--- config.mk ---
export PLATFORM = sky130hd
export DESIGN_NAME = alu_bist_controller_flat
export DESIGN_NICKNAME = d
export VERILOG_FILES = /design/src/rtl/alu_bist_if.sv /design/src/rtl/alu_bist_controller.sv /design/src/flat_wrapper.sv
export SDC_FILE = /design/constraint.sdc
export NUM_CORES = 1
export LEC_CHECK = 0
export CAP_MARGIN = 20
export CORE_ASPECT_RATIO = 0.7
export CORE_MARGIN = 2
export CORE_UTILIZATION = 45
export DETAILED_ROUTE_END_ITERATION = 8
export GPL_ROUTABILITY_DRIVEN = 1
export PLACE_DENSITY = 0.76
export SETUP_SLACK_MARGIN = 0.1
export SLEW_MARGIN = 20
export SYNTH_ARGS = -nofsm -noshare
export SYNTH_HDL_FRONTEND = slang
export SYNTH_SLANG_ARGS = --single-unit
--- constraint.sdc ---
create_clock -name clk -period 2 [get_ports clk]
set_clock_uncertainty 0.15 [all_clocks]
set_input_delay 0.4 -clock clk [delete_from_list [all_inputs] [get_ports clk]]
set_output_delay 0.4 -clock clk [all_outputs]
set_load 0.02 [all_outputs]
--- src/rtl/alu_bist_if.sv ---
// Controller <-> ALU/top-level bundle for the ALU BIST sequencer.
// master = BIST controller, slave = ALU datapath and top-level mux side.
interface alu_bist_if #(
    parameter int WIDTH = 16
);
    logic             start;
    logic [WIDTH-1:0] alu_result;
    logic             alu_cout;
    logic [WIDTH-1:0] tpg_a;
    logic [WIDTH-1:0] tpg_b;
    logic             tpg_cin;
    logic [1:0]       tpg_sel;
    logic             bist_mode;
    logic             busy;
    logic             done;
    logic             pass;
    logic [WIDTH-1:0] signature;

    modport master (
        input  start, alu_result, alu_cout,
        output tpg_a, tpg_b, tpg_cin, tpg_sel, bist_mode, busy, done, pass, signature
    );

    modport slave (
        output start, alu_result, alu_cout,
        input  tpg_a, tpg_b, tpg_cin, tpg_sel, bist_mode, busy, done, pass, signature
    );
endinterface

--- src/rtl/alu_bist_controller.sv ---
// ALU BIST sequencer: LFSR pattern generation, MISR response compaction, golden compare.
// Latency: done rises 4*PATTERNS_PER_OP+2 cycles after busy; one pattern per cycle.
// Backpressure: none; start is ignored while a run is in progress (no abort).
module alu_bist_controller #(
    parameter int               WIDTH           = 16,
    parameter int               PATTERNS_PER_OP = 256,
    parameter logic [WIDTH-1:0] SEED_A          = 16'hACE1,
    parameter logic [WIDTH-1:0] SEED_B          = 16'h1D2B,
    parameter logic [WIDTH-1:0] MISR_SEED       = 16'h0000,
    parameter logic [WIDTH-1:0] GOLDEN_SIG      = 16'h0000
) (
    input  logic      clk,
    input  logic      rst,
    alu_bist_if.master bus
);
    localparam int PW = $clog2(PATTERNS_PER_OP);

    localparam logic [2:0] S_IDLE = 3'd0;
    localparam logic [2:0] S_INIT = 3'd1;
    localparam logic [2:0] S_RUN  = 3'd2;
    localparam logic [2:0] S_EVAL = 3'd3;
    localparam logic [2:0] S_DONE = 3'd4;

    logic [2:0]       state;
    logic [PW-1:0]    pattern_cnt;
    logic [1:0]       op_cnt;
    logic [WIDTH-1:0] lfsr_a;
    logic [WIDTH-1:0] lfsr_b;
    logic [WIDTH-1:0] misr;
    logic             busy_q;
    logic             done_q;
    logic             pass_q;
    logic             bist_q;

    logic             pattern_wrap;
    logic             last_pattern;
    logic [WIDTH-1:0] response;

    // Shared polynomial for both pattern LFSRs and the MISR shift path.
    function automatic logic [WIDTH-1:0] lfsr_next(input logic [WIDTH-1:0] q);
        return {q[WIDTH-2:0], q[WIDTH-1] ^ q[WIDTH-3] ^ q[WIDTH-4] ^ q[WIDTH-6]};
    endfunction

    assign pattern_wrap = (pattern_cnt == PW'(PATTERNS_PER_OP - 1));
    assign last_pattern = pattern_wrap && (op_cnt == 2'b11);
    assign response     = bus.alu_result ^ {{(WIDTH-1){1'b0}}, bus.alu_cout};

    always_ff @(posedge clk) begin
        if (rst) begin
            state       <= S_IDLE;
            pattern_cnt <= '0;
            op_cnt      <= '0;
            lfsr_a      <= SEED_A;
            lfsr_b      <= SEED_B;
            misr        <= MISR_SEED;
            busy_q      <= 1'b0;
            done_q      <= 1'b0;
            pass_q      <= 1'b0;
            bist_q      <= 1'b0;
        end else begin
            case (state)
                S_IDLE, S_DONE: begin
                    if (bus.start) begin
                        state  <= S_INIT;
                        busy_q <= 1'b1;
                        bist_q <= 1'b1;
                        done_q <= 1'b0;
                        pass_q <= 1'b0;
                    end
                end
                S_INIT: begin
                    lfsr_a      <= SEED_A;
                    lfsr_b      <= SEED_B;
                    misr        <= MISR_SEED;
                    pattern_cnt <= '0;
                    op_cnt      <= '0;
                    state       <= S_RUN;
                end
                S_RUN: begin
                    // The ALU is combinational: this edge captures the response to
                    // the pattern currently on tpg_* and presents the next one.
                    lfsr_a      <= lfsr_next(lfsr_a);
                    lfsr_b      <= lfsr_next(lfsr_b);
                    misr        <= lfsr_next(misr) ^ response;
                    pattern_cnt <= pattern_cnt + PW'(1);
                    if (pattern_wrap) begin
                        op_cnt <= op_cnt + 2'd1;
                    end
                    if (last_pattern) begin
                        state <= S_EVAL;
                    end
                end
                S_EVAL: begin
                    pass_q <= (misr == GOLDEN_SIG);
                    done_q <= 1'b1;
                    busy_q <= 1'b0;
                    bist_q <= 1'b0;
                    state  <= S_DONE;
                end
                default: begin
                    state <= S_IDLE;
                end
            endcase
        end
    end

    assign bus.tpg_a     = lfsr_a;
    assign bus.tpg_b     = lfsr_b;
    assign bus.tpg_cin   = pattern_cnt[0];
    assign bus.tpg_sel   = op_cnt;
    assign bus.bist_mode = bist_q;
    assign bus.busy      = busy_q;
    assign bus.done      = done_q;
    assign bus.pass      = pass_q;
    assign bus.signature = misr;
endmodule
--- src/flat_wrapper.sv ---
// flat-port wrapper written by rule: the top's interface ports become plain ports
module alu_bist_controller_flat 
#(
    parameter int               WIDTH           = 16,
    parameter int               PATTERNS_PER_OP = 256,
    parameter logic [WIDTH-1:0] SEED_A          = 16'hACE1,
    parameter logic [WIDTH-1:0] SEED_B          = 16'h1D2B,
    parameter logic [WIDTH-1:0] MISR_SEED       = 16'h0000,
    parameter logic [WIDTH-1:0] GOLDEN_SIG      = 16'h0000
)
  (clk, rst, bus_start, bus_alu_result, bus_alu_cout, bus_tpg_a, bus_tpg_b, bus_tpg_cin, bus_tpg_sel, bus_bist_mode, bus_busy, bus_done, bus_pass, bus_signature);
  alu_bist_if #(.WIDTH(WIDTH)) bus_i ();
  input  logic clk;
  input  logic rst;
  input wire logic [$bits(bus_i.start)-1:0] bus_start;
  input wire logic [$bits(bus_i.alu_result)-1:0] bus_alu_result;
  input wire logic [$bits(bus_i.alu_cout)-1:0] bus_alu_cout;
  output wire logic [$bits(bus_i.tpg_a)-1:0] bus_tpg_a;
  output wire logic [$bits(bus_i.tpg_b)-1:0] bus_tpg_b;
  output wire logic [$bits(bus_i.tpg_cin)-1:0] bus_tpg_cin;
  output wire logic [$bits(bus_i.tpg_sel)-1:0] bus_tpg_sel;
  output wire logic [$bits(bus_i.bist_mode)-1:0] bus_bist_mode;
  output wire logic [$bits(bus_i.busy)-1:0] bus_busy;
  output wire logic [$bits(bus_i.done)-1:0] bus_done;
  output wire logic [$bits(bus_i.pass)-1:0] bus_pass;
  output wire logic [$bits(bus_i.signature)-1:0] bus_signature;
  assign bus_i.start = bus_start;
  assign bus_i.alu_result = bus_alu_result;
  assign bus_i.alu_cout = bus_alu_cout;
  assign bus_tpg_a = bus_i.tpg_a;
  assign bus_tpg_b = bus_i.tpg_b;
  assign bus_tpg_cin = bus_i.tpg_cin;
  assign bus_tpg_sel = bus_i.tpg_sel;
  assign bus_bist_mode = bus_i.bist_mode;
  assign bus_busy = bus_i.busy;
  assign bus_done = bus_i.done;
  assign bus_pass = bus_i.pass;
  assign bus_signature = bus_i.signature;
  alu_bist_controller #(.WIDTH(WIDTH), .PATTERNS_PER_OP(PATTERNS_PER_OP), .SEED_A(SEED_A), .SEED_B(SEED_B), .MISR_SEED(MISR_SEED), .GOLDEN_SIG(GOLDEN_SIG)) u_core (.clk(clk), .rst(rst), .bus(bus_i));
endmodule
* Word level (Yosys, flattened, before mapping) *
Index checks and enable logic that the tools add are counted.

storage, ports and cells
  register bits = 64

cells by class
  $add $sub $neg = 2
  eq/ne operators = 9
  multiplexer cells = 14
  bitwise gates (word level) = 11
  reduce and logical (&&, ||, !) cells = 9

operators with widths
  operator             count
  $pmux 16 s2          3
  $logic_not 16->1     1
  $pmux 8 s2           1
  $xor 16x1->16        1
  $xor 16x16->16       1
  $pmux 3 s4           1
  $xor 1x1->1          9
  $add 8x1->8 const B  1
  $eq 8x8->1 const B   1
  $eq 3x2->1 const B   2
  $mux 3               2
  $pmux 1 s2           3
  $reduce_and 2->1     3
  $ne 2x1->1 const B   2
  $pmux 2 s2           1
  $reduce_bool 2->1    2
  $eq 3x1->1 const B   1
  $eq 3x3->1 const B   1
  $logic_not 3->1      1
  $add 2x1->2 const B  1
  $eq 2x2->1 const B   1
  $mux 1               2
  $mux 2               1
  $ne 2x2->1 const B   1
  2 further kinds      2

* Logic depth before layout (Yosys ltp) *
Gate-level depths: netlist of the first run.

  depth in word-level cells = 5
  gate-level depth with buffers = 7
  depth with buffers taken out = 5

* Worst setup path after synthesis of the first run *
No wires, ideal clock.

  path type = reg2reg
  start point = register u_core.pattern_cnt[0]
  end point = register u_core.op_cnt[0], in the netlist u_core.bus.tpg_sel[0]
  arrival = 1.569 ns
  data required time = 1.721 ns
  slack = 0.152 ns
  cell stages (with the launch flop) = 6
  path buffers = 0
  cells stage by stage = dfxtp_1 -> ha_1 -> nand3_1 -> or4_4 -> nand3_1 -> o31ai_2

between the ends
  cells in the longest elaborated chain, start to end = 3

ends and longest elaborated chain
  what                        line                       source
  start, declared             alu_bist_controller.sv:25  logic [PW-1:0] pattern_cnt;
  start signal, assigned      alu_bist_controller.sv:85  pattern_cnt <= pattern_cnt + PW'(1);
  $eq 8x8->1                  alu_bist_controller.sv:44  assign pattern_wrap = (pattern_cnt == PW'(PATTERNS_PER_OP - 1));
  $ne 2x1->1 (no line)        -
  $reduce_and 2->1 (no line)  -
  end signal, assigned        alu_bist_controller.sv:87  op_cnt <= op_cnt + 2'd1;
  end, declared               alu_bist_controller.sv:26  logic [1:0] op_cnt;

Every way passes these cells.
A chain may end at the register's enable or synchronous reset.

* Final worst setup path of the first run *
  start point = register u_core.lfsr_b[6], in the netlist u_core.bus.tpg_b[6]
  end point = output port bus_tpg_b[6]

RTL lines
  what                    line                       source
  start, declared         alu_bist_controller.sv:28  logic [WIDTH-1:0] lfsr_b;
  start signal, assigned  alu_bist_controller.sv:83  lfsr_b <= lfsr_next(lfsr_b);
  end, declared           flat_wrapper.sv:19         output wire logic [$bits(bus_i.tpg_b)-1:0] bus_tpg_b;

No word-level cell between the ends.

==> results of run 1 <==
[routing by layer]
| layer | vias to the layer above | global-route usage, % | part of all wire [%] | wire length, um |
|---|---|---|---|---|
| met5 | - | 0 | 0 | 0 |
| met3 | 4 | 9.251 | 7.8 | 490 |
| met2 | 70 | 30.90 | 45 | 2800 |
| met4 | 0 | 4.167 | 0.78 | 49 |
| met1 | 1098 | 28.70 | 47 | 2948 |
| li1 | 1158 | - | - | - |
[how the worst max path moves through the flow]
stage	end	slack [ps]	cells after the start
2_1_floorplan	u_core.bus.tpg_sel[0]$_SDFFE_PP0P_	150	5
3_3_place_gp	u_core.bus.pass$_SDFFE_PP0P_	90	5
3_5_place_dp	u_core.bus.pass$_SDFFE_PP0P_	100	5
4_1_cts	bus_tpg_b[11]	110	1
5_1_grt	bus_tpg_a[11]	100	1
6_report	bus_tpg_b[6]	150	1
[cells by family (layout without fill, tap and decap cells)]
| kind of cell | count (synthesis) | count (layout) | share of synthesized area, % |
|---|---|---|---|
| adder cells (fa/ha/maj) | 2 | 2 | 0.9531 |
| AO/OA/AOI/OAI | 60 | 60 | 15.78 |
| multiplexers | 1 | 1 | 0.3813 |
| buffers and inverters | 24 | 101 | 4.099 |
| AND/OR/NAND/NOR | 114 | 114 | 20.78 |
| XOR/XNOR | 26 | 26 | 9.199 |
| flip-flops | 64 | 64 | 48.81 |
[through the flow]
step	cell area, sq um	utilization (%)	power, W	hold WS, ps
3_5_place_dp	3440	60.67	0.002068	319.5
2_1_floorplan	2625	-	0.001806	299.5
3_3_place_gp	3440	60.67	0.002057	294.6
5_1_grt	3686	65.02	0.003373	307.3
4_1_cts	3627	63.98	0.003247	290.5
6_report	3686	65.02	0.003222	303.0
[sequential cells by signal (all words and copies together) (netlist names)]
name                  count
u_core.bus.tpg_a         16
u_core.bus.tpg_sel        2
u_core.bus.pass           1
u_core.pattern_cnt        8
u_core.bus.signature     16
u_core.bus.busy           1
u_core.bus.done           1
u_core.state              3
u_core.bus.tpg_b         16
[power by group through the flow]
stage                     clock (W)  combinational, W  sequential [W]
after global placement            0          0.000614         0.00144
after global routing        0.00129          0.000653         0.00143
final                       0.00121          0.000598         0.00142
after CTS                   0.00122          0.000607         0.00142
after detailed placement          0          0.000625         0.00144
after floorplan                   0          0.000294         0.00151
[cells in the final DEF, fill, tap and decap left out, drive strengths merged, types with 2 or more instances in the layout]
cell type       n
nor3b           2
clkbuf         10
dfxtp          64
or3b            2
a22oi          33
ha              2
inv             2
o21ai           5
nor4            5
xor2           18
dlymetal6s2s   21
buf            10
xnor2           7
nor2           45
clkdlybuf4s50  26
nand3          12
bufinv          2
or3             2
nand4           2
a21oi           8
nand3b          3
nand2b         11
o31ai           2
nand2          23
nor3            2
dlygate4sd2    26
and3            2
o22ai           9
clkinv          3
[what timing repair did]
item | in CTS | in global routing
setup endpoints to repair | 26 | 22
cloned | 0 | 0
gates resized for setup | 26 | 22
endpoints found under the hold margin | 0 | 0
pin swaps | 0 | 0
[area by class of cell]
class	count	area share (%)
Timing Repair Buffer	83	22.67
Multi-Input combinational cell	203	33.84
Clock inverter	6	2.240
Sequential cell	64	34.76
Clock buffer	10	3.734
Tap cell	75	2.546
Inverter	2	0.2037
==> metrics, run 1 <==
Register Area 1281 sq um; CTS root buf clkbuf_8; # IOs 75; synthesized area per cell ~9 sq um; Min-Delay Startpoint rst; crit path launch type flip-flop; row count 23; Final setup viols 0; synth warn 0; footprint of the multi-input gates ~1200 sq um; hold path cells 3; die height slightly below 70 um; post-layout min period around 1900 ps; Pint about 0.0023 W; Clock power frac a little under two fifths; CP peak stage delay between 600 and 700 ps; Gate power share 18.6%; Yosys cell types 38; DIE AREA approximately 6500 sq um; final period utilization just over 90%; CP bufs+invs 1; DR pass1 iterations 5; Ant. Diodes 0; RSZ-0062 raised after global routing false; Synth top area share around half; IO Port Bufs 74; DRT iter0 DRCs roughly 110; share of cells above drive strength 1 8.696%; commonest cells in the netlist 64 x dfxtp_1, 45 x nor2_1, 33 x a22oi_1; Post-Layout Cell Count 443; H-tree depth 3; Placed Cells ~430; Post-CTS Hold Fix Bufs 0; Hold EP u_core.bus.tpg_b[12]$_SDFFE_PP1P_; Via density about 5.3; Switching Fraction between 20 and 30%; clock slew at reported path FFs ~70 ps; largest net degree at the start of global routing 58; Setup CP Type reg -> out; RePlAce Congestion a little over 0.8; die width roughly 95 um; Worst R2R End u_core.bus.tpg_sel[0]$_SDFFE_PP0P_; hpwl dp just over 4000 um; DR WL/cell about 14 um; setup ws final about 150 ps; Detailed Route WL 6288 um; ranking of synthesized cells by area dfxtp_1 49%, a22oi_1 9.4%, nor2_1 6.4%; sequential element share of the synthesized area 48.81%; Pleak approximately 1.7 nW; CP top delay family buffers and inverters; Psw 0.0008836 W; worst reg2reg path startpoint u_core.pattern_cnt[0]$_SDFFE_PP0P_; Final Hold Vio Count 0; Sink Count 64; R2R setup slack ~210 ps; Worst Path Max Fanout 3; Core ar. approximately 5700 sq um; Synth-to-Final Area Change 40.42%; WP data arrival approximately 1300 ps; Overall Global Routing Usage a little over a fifth; clock buffer depth 2; Synth Cell Area between 2000 and 3000 sq um; CP Capture Type primary output; Setup WS pre-CTS around 98 ps; ys async rst share 0%; nets about 390; worst vdd ir slightly above 0.5 mV; EDFF count, synth 0; Seq cells post-synth 64; ys flop type dfxtp_1; TritonCTS clock tree built; worst path cell trace clkdlybuf4s50_1; setup TNS 0 ps; pwr/cell area 874.0 nW/um^2; clk_lat worst skew 340 ps; Worst-Margin Slew approximately 730 ps; Setup crit start u_core.bus.tpg_b[6]$_SDFFE_PP0P_; Max-slew headroom around 50%; FMAX 539.5 MHz; post-CTS setup buffers 0; vias in the first global route about 2200; first-pass GRT wire length between 10000 and 15000 um; initial antenna violation count 0; Yosys top cell by area dfxtp_1; slowest cell on the critical path clkdlybuf4s50_1; Worst Hold Class in -> reg; Req. time, crit path 1450 ps; sequential power share 43.9%; # fillers between 400 and 500; antenna viol nets, final 0; R2R depth 5; Vias around 2300; Syn Nets 313; max-cap viol count 0; Post-Syn Instances ~290; most common cell in the netlist dfxtp_1; status complete, no violations; remaining global-route overflow 0; max-slew violation count 0; Starting Density 46.30%; CTS Buf Count 9; drt drc 0
Power figures use the tool's default switching activity.
==> inputs of run 2 (changes only) <==
- CORE_MARGIN: 2 -> unset
==> run 2 against run 1 <==
Net effect:
- final cell count rose by 0.23%
- flip-flop and latch count is the same
- critical path depth unchanged
- die area fell by 5.0%
- final area is 0.48% lower
- utilization rose by 2.6 points
- sequential share of layout area is 0.17 points higher
- register-to-register slack improved by 30 ps
- maximum frequency barely moved
- sequential power about the same
- clock power is 17% lower
- clock-buffer cell count up 2
- largest cell class unchanged
==> metrics, run 2 (synthesis gave the netlist of run 1 again) <==
status complete, no violations (unchanged); initial antenna violation count 0 (unchanged); pwr/cell area 825.2 nW/um^2 (was 874.0 nW/um^2); Vias 2347 (was 2330); CTS Buf Count 9 (unchanged); hold path cells 2 (was 3); remaining global-route overflow 0 (unchanged); Pleak 1.722 nW (was 1.727 nW); # fillers 431 (was 491); CP top delay family buffers and inverters (unchanged); Worst R2R End u_core.bus.tpg_sel[0]$_SDFFE_PP0P_ (unchanged); Core ar. 5423 sq um (was 5669 sq um); H-tree depth 3 (unchanged); Sink Count 64 (unchanged); Worst Hold Class in -> reg (unchanged); final period utilization 92.70% (was 92.69%); Detailed Route WL 6363 um (was 6288 um); Synth-to-Final Area Change 39.75% (was 40.42%); max-cap viol count 0 (unchanged); first-pass GRT wire length 10460 um (was 10450 um); RSZ-0062 raised after global routing false (unchanged); worst vdd ir 0.4669 mV (was 0.5027 mV); worst reg2reg path startpoint u_core.pattern_cnt[0]$_SDFFE_PP0P_ (unchanged); DIE AREA 6147 sq um (was 6470 sq um); Pint 0.002134 W (was 0.002338 W); Placed Cells 428 (was 427); clock slew at reported path FFs 70 ps (about the same); crit path launch type flip-flop (unchanged); antenna viol nets, final 0 (unchanged); IO Port Bufs 74 (unchanged); Setup CP Type reg -> out (unchanged); final design utilization 67.65% (was 65.02%); share of cells above drive strength 1 9.140% (was 8.696%); WP data arrival 1300 ps (about the same); die width 93.29 um (was 95.29 um); worst path cell trace clkdlybuf4s50_1 (unchanged); Gate power share 20.0% (was 18.6%); DRT iter0 DRCs 159 (was 108); Power, Total 0.003027 W (was 0.003222 W); CP bufs+invs 1 (unchanged); R2R setup slack 240 ps (was 210 ps); Via density 5.286 (was 5.260); RePlAce Congestion 0.7554 (was 0.8262); max-slew violation count 0 (unchanged); CP Capture Type primary output (unchanged); CTS root buf clkbuf_8 (unchanged); post-layout min period 1854 ps (about the same); TritonCTS clock tree built (unchanged); CP peak stage delay 610 ps (about the same); clk_lat worst skew 330 ps (was 340 ps); Worst Path Max Fanout 3 (unchanged); row count 22 (was 23); Post-Layout Cell Count 444 (was 443); clock buffer depth 2 (unchanged); most common cell after layout, fill and taps aside dfxtp_1 (unchanged); Switching Fraction 29.50% (was 27.43%); DR WL/cell 14.33 um (was 14.19 um); sequential power share 46.8% (was 43.9%); nets 389 (was 385); Post-CTS Hold Fix Bufs 0 (unchanged); Worst-Margin Slew 407.4 ps (was 734.2 ps); Req. time, crit path 1450 ps (about the same); Max-slew headroom 72.84% (was 50.87%); Starting Density 48.41% (was 46.30%); setup TNS 0 ps (unchanged); Overall Global Routing Usage 21.98% (was 21.01%); most frequent cells in the layout 64 x dfxtp_1, 45 x nor2_1, 33 x a22oi_1 (unchanged); Ant. Diodes 0 (unchanged); # IOs 75 (unchanged); Hold EP u_core.pattern_cnt[1]$_SDFFE_PP0P_ (was u_core.bus.tpg_b[12]$_SDFFE_PP1P_); Final setup viols 0 (unchanged); Psw 0.0008932 W (was 0.0008836 W); Min-Delay Startpoint rst (unchanged); FMAX 539.4 MHz (was 539.5 MHz); R2R depth 5 (unchanged); drt drc 0 (unchanged); DR pass1 iterations 4 (was 5); die height 65.90 um (was 67.90 um); vias in the first global route 2159 (was 2153); slowest cell on the critical path clkdlybuf4s50_1 (unchanged); hpwl dp 4215 um (was 4036 um); Final Hold Vio Count 0 (unchanged); largest net degree at the start of global routing 38 (was 58); Clock power frac 33.2% (was 37.5%)
run 2: worst max-delay path by stage:
stage	start	endpoint	slack, ps	cells after the start
after floorplan	u_core.pattern_cnt[0]$_SDFFE_PP0P_	u_core.bus.tpg_sel[0]$_SDFFE_PP0P_	150	5
after global placement	bus_start	u_core.bus.pass$_SDFFE_PP0P_	120	5
after detailed placement	bus_start	u_core.bus.pass$_SDFFE_PP0P_	120	5
after CTS	u_core.bus.tpg_b[15]$_SDFFE_PP0P_	bus_tpg_b[15]	100	1
after global routing	u_core.bus.tpg_b[9]$_SDFFE_PP0P_	bus_tpg_b[9]	110	1
final	u_core.bus.tpg_b[9]$_SDFFE_PP0P_	bus_tpg_b[9]	150	1
run 2: layout make-up:
cell class / count / area (sq um) / area share (%)
clock buffers: 12 / 155.1 / 4.229
clock inverters: 4 / 28.78 / 0.7844
inverters: 2 / 7.507 / 0.2046
multi-input cells: 203 / 1241 / 33.83
flip-flops and latches: 64 / 1281 / 34.92
well taps: 72 / 90.09 / 2.456
repair buffers: 87 / 864.6 / 23.57
run 2: stage by stage:
stage	hold WS, ps	worst slack [ps]	instance area (sq um)
floorplan	299.5	151.8	2625
global placement	294.1	121.5	3466
detailed placement	300.5	117.4	3466
CTS	284.2	100.4	3616
global route	295.1	105.3	3669
finish	301.7	146.1	3669
run 2: power groups by stage:
stage	registers (W)	logic (W)	clock network, W
2_1_floorplan	0.00151	0.000294	0
3_3_place_gp	0.00144	0.000623	0
3_5_place_dp	0.00144	0.000631	0
4_1_cts	0.00142	0.000611	0.00103
5_1_grt	0.00143	0.000658	0.00109
6_report	0.00142	0.000607	0.00100
run 2: per-layer routing:
layer  share of wire [%]  up-vias  global-route usage, %
met5                   0        -                      0
met4                0.19        0                  5.577
met3                 7.3        2                  8.851
met2                  43       78                  29.69
met1                  50     1101                  31.93
li1                    -     1166                      -
run 2: repair_timing:
item / in CTS / in global routing
resized for setup: 27 / 21
pin swaps: 0 / 0
endpoints found under the setup margin: 27 / 21
buffers inserted: 0 / 0
==> inputs of run 3 (changes only) <==
- MAX_ROUTING_LAYER: unset -> met4
==> run 3 against run 2 <==
Net effect:
- first-iteration DRC count fell by 16%
- final area did not move
- via count rose by 0.77%
- maximum frequency fell by 0.18%
- critical endpoint unchanged
- register-to-register slack barely moved
- hold slack got worse by 2.6 ps
- largest power group unchanged
- combinational power barely moved
- utilization did not move
- non-clock buffer count did not move
- worst setup slack got worse by 3.4 ps
- sequential power barely moved
- critical path type unchanged
- clock-buffer cell count did not move
==> metrics, run 3 (synthesis gave the netlist of run 1 again) <==
status complete, no violations (unchanged); Final setup viols 0 (unchanged); Worst Hold Class in -> reg (unchanged); Setup CP Type reg -> out (unchanged); # IOs 75 (unchanged); Via density 5.327 (was 5.286); IO Port Bufs 74 (unchanged); Post-CTS Hold Fix Bufs 0 (unchanged); clock buffer depth 2 (unchanged); met1 Use GR 32.43% (was 31.93%); sequential power share 46.9% (was 46.8%); max-slew violation count 0 (unchanged); M2 GR Usage 29.60% (was 29.69%); most frequent cells in the layout 64 x dfxtp_1, 45 x nor2_1, 33 x a22oi_1 (unchanged); first-pass GRT wire length 10460 um (unchanged); Core ar. 5423 sq um (unchanged); TritonCTS clock tree built (unchanged); Vias 2365 (was 2347); slowest cell on the critical path clkdlybuf4s50_1 (unchanged); antenna viol nets, final 0 (unchanged); Final Hold Vio Count 0 (unchanged); DRT iter0 DRCs 133 (was 159); RSZ-0062 raised after global routing false (unchanged); worst vdd ir 0.4631 mV (was 0.4669 mV); Detailed Route WL 6346 um (was 6363 um); clock slew at reported path FFs 70 ps (about the same); CP peak stage delay 620 ps (was 610 ps); row count 22 (unchanged); Worst-Margin Slew 405.6 ps (was 407.4 ps); share of cells above drive strength 1 9.140% (unchanged); Overall Global Routing Usage 22.61% (was 21.98%); Clock power frac 33.1% (was 33.2%); Req. time, crit path 1450 ps (about the same); Ant. Diodes 0 (unchanged); Synth-to-Final Area Change 39.75% (unchanged); Sink Count 64 (unchanged); H-tree depth 3 (unchanged); max-cap viol count 0 (unchanged); initial antenna violation count 0 (unchanged); vias in the first global route 2158 (was 2159); Switching Fraction 29.40% (was 29.50%); die width 93.29 um (unchanged); CP top delay family buffers and inverters (unchanged); DR pass1 iterations 5 (was 4); CTS Buf Count 9 (unchanged); Starting Density 48.41% (unchanged); most common cell after layout, fill and taps aside dfxtp_1 (unchanged); final period utilization 92.87% (was 92.70%); # fillers 431 (unchanged); most used routing layer met1 (unchanged); GRT met3 Usage 8.276% (was 8.851%); Pleak 1.722 nW (unchanged); Psw 0.0008885 W (was 0.0008932 W); final design utilization 67.65% (unchanged); hpwl dp 4215 um (unchanged); Pint 0.002134 W (about the same); CTS root buf clkbuf_8 (unchanged); pwr/cell area 823.9 nW/um^2 (was 825.2 nW/um^2); FMAX 538.4 MHz (was 539.4 MHz); largest net degree at the start of global routing 38 (unchanged); DR WL/cell 14.29 um (was 14.33 um); remaining global-route overflow 0 (unchanged); Worst Path Max Fanout 3 (unchanged); setup TNS 0 ps (unchanged); worst path cell trace clkdlybuf4s50_1 (unchanged); CP bufs+invs 1 (unchanged); drt drc 0 (unchanged); Gate power share 20.0% (about the same); DIE AREA 6147 sq um (unchanged); clk_lat worst skew 330 ps (about the same); die height 65.90 um (unchanged); Max-slew headroom 72.96% (was 72.84%); CP Capture Type primary output (unchanged); RePlAce Congestion 0.7653 (was 0.7554); crit path launch type flip-flop (unchanged); post-layout min period 1857 ps (was 1854 ps); nets 389 (unchanged); WP data arrival 1310 ps (was 1300 ps)
==> run 3: cell counts in the layout (fill, tap and decap cells not counted) <==
No cell type changed its count.
==> run 3: stage by stage <==
stage	worst slack, ps	std cells	instance area (sq um)	power [W]	hold WS (ps)
after global placement	121.5	428	3466	0.002066	294.1
after global routing	105.3	444	3669	0.003176	295.1
final	142.7	444	3669	0.003023	299.1
after CTS	100.4	444	3616	0.003056	284.2
after detailed placement	117.4	428	3466	0.002076	300.5
after floorplan	151.8	291	2625	0.001806	299.5
==> run 3: what timing repair did <==
item | CTS | global route
hold endpoints to repair | 0 | 0
buffers inserted | 0 | 0
endpoints found under the setup margin | 27 | 21
gates resized for setup | 27 | 21
pin swaps | 0 | 0
==> run 3: area by class of cell <==
type	instances	area [sq um]	share of cell area, %
sequential	64	1281	34.92
multi-input combinational	203	1241	33.83
timing repair buffer	87	864.6	23.57
clock buffer	12	155.1	4.229
tap	72	90.09	2.456
clock inverter	4	28.78	0.7844
inverter	2	7.507	0.2046
==> run 3: routing by layer <==
layer  vias up  wire [um]
li1       1167          -
met1      1109       3111
met2        87       2693
met3         2        529
met4         0         12
met5         -          0
==> run 3: power groups by stage <==
| stage | clock [W] | sequential [W] | combinational (W) |
|---|---|---|---|
| after floorplan | 0 | 0.00151 | 0.000294 |
| after detailed placement | 0 | 0.00144 | 0.000631 |
| after global placement | 0 | 0.00144 | 0.000623 |
| final | 0.00100 | 0.00142 | 0.000606 |
| after CTS | 0.00103 | 0.00142 | 0.000611 |
| after global routing | 0.00109 | 0.00143 | 0.000659 |
==> run 3: path summary, 6_finish.rpt <==
path,from,endpoint,slack (ps),cells after the start
setup / recovery,u_core.bus.tpg_b[9]$_SDFFE_PP0P_,bus_tpg_b[9],140,1
hold / removal,rst,u_core.pattern_cnt[1]$_SDFFE_PP0P_,300,2
setup reg to reg,u_core.pattern_cnt[0]$_SDFFE_PP0P_,u_core.bus.tpg_sel[0]$_SDFFE_PP0P_,230,5
hold reg to reg,u_core.bus.done$_SDFFE_PP0P_,u_core.bus.done$_SDFFE_PP0P_,310,2
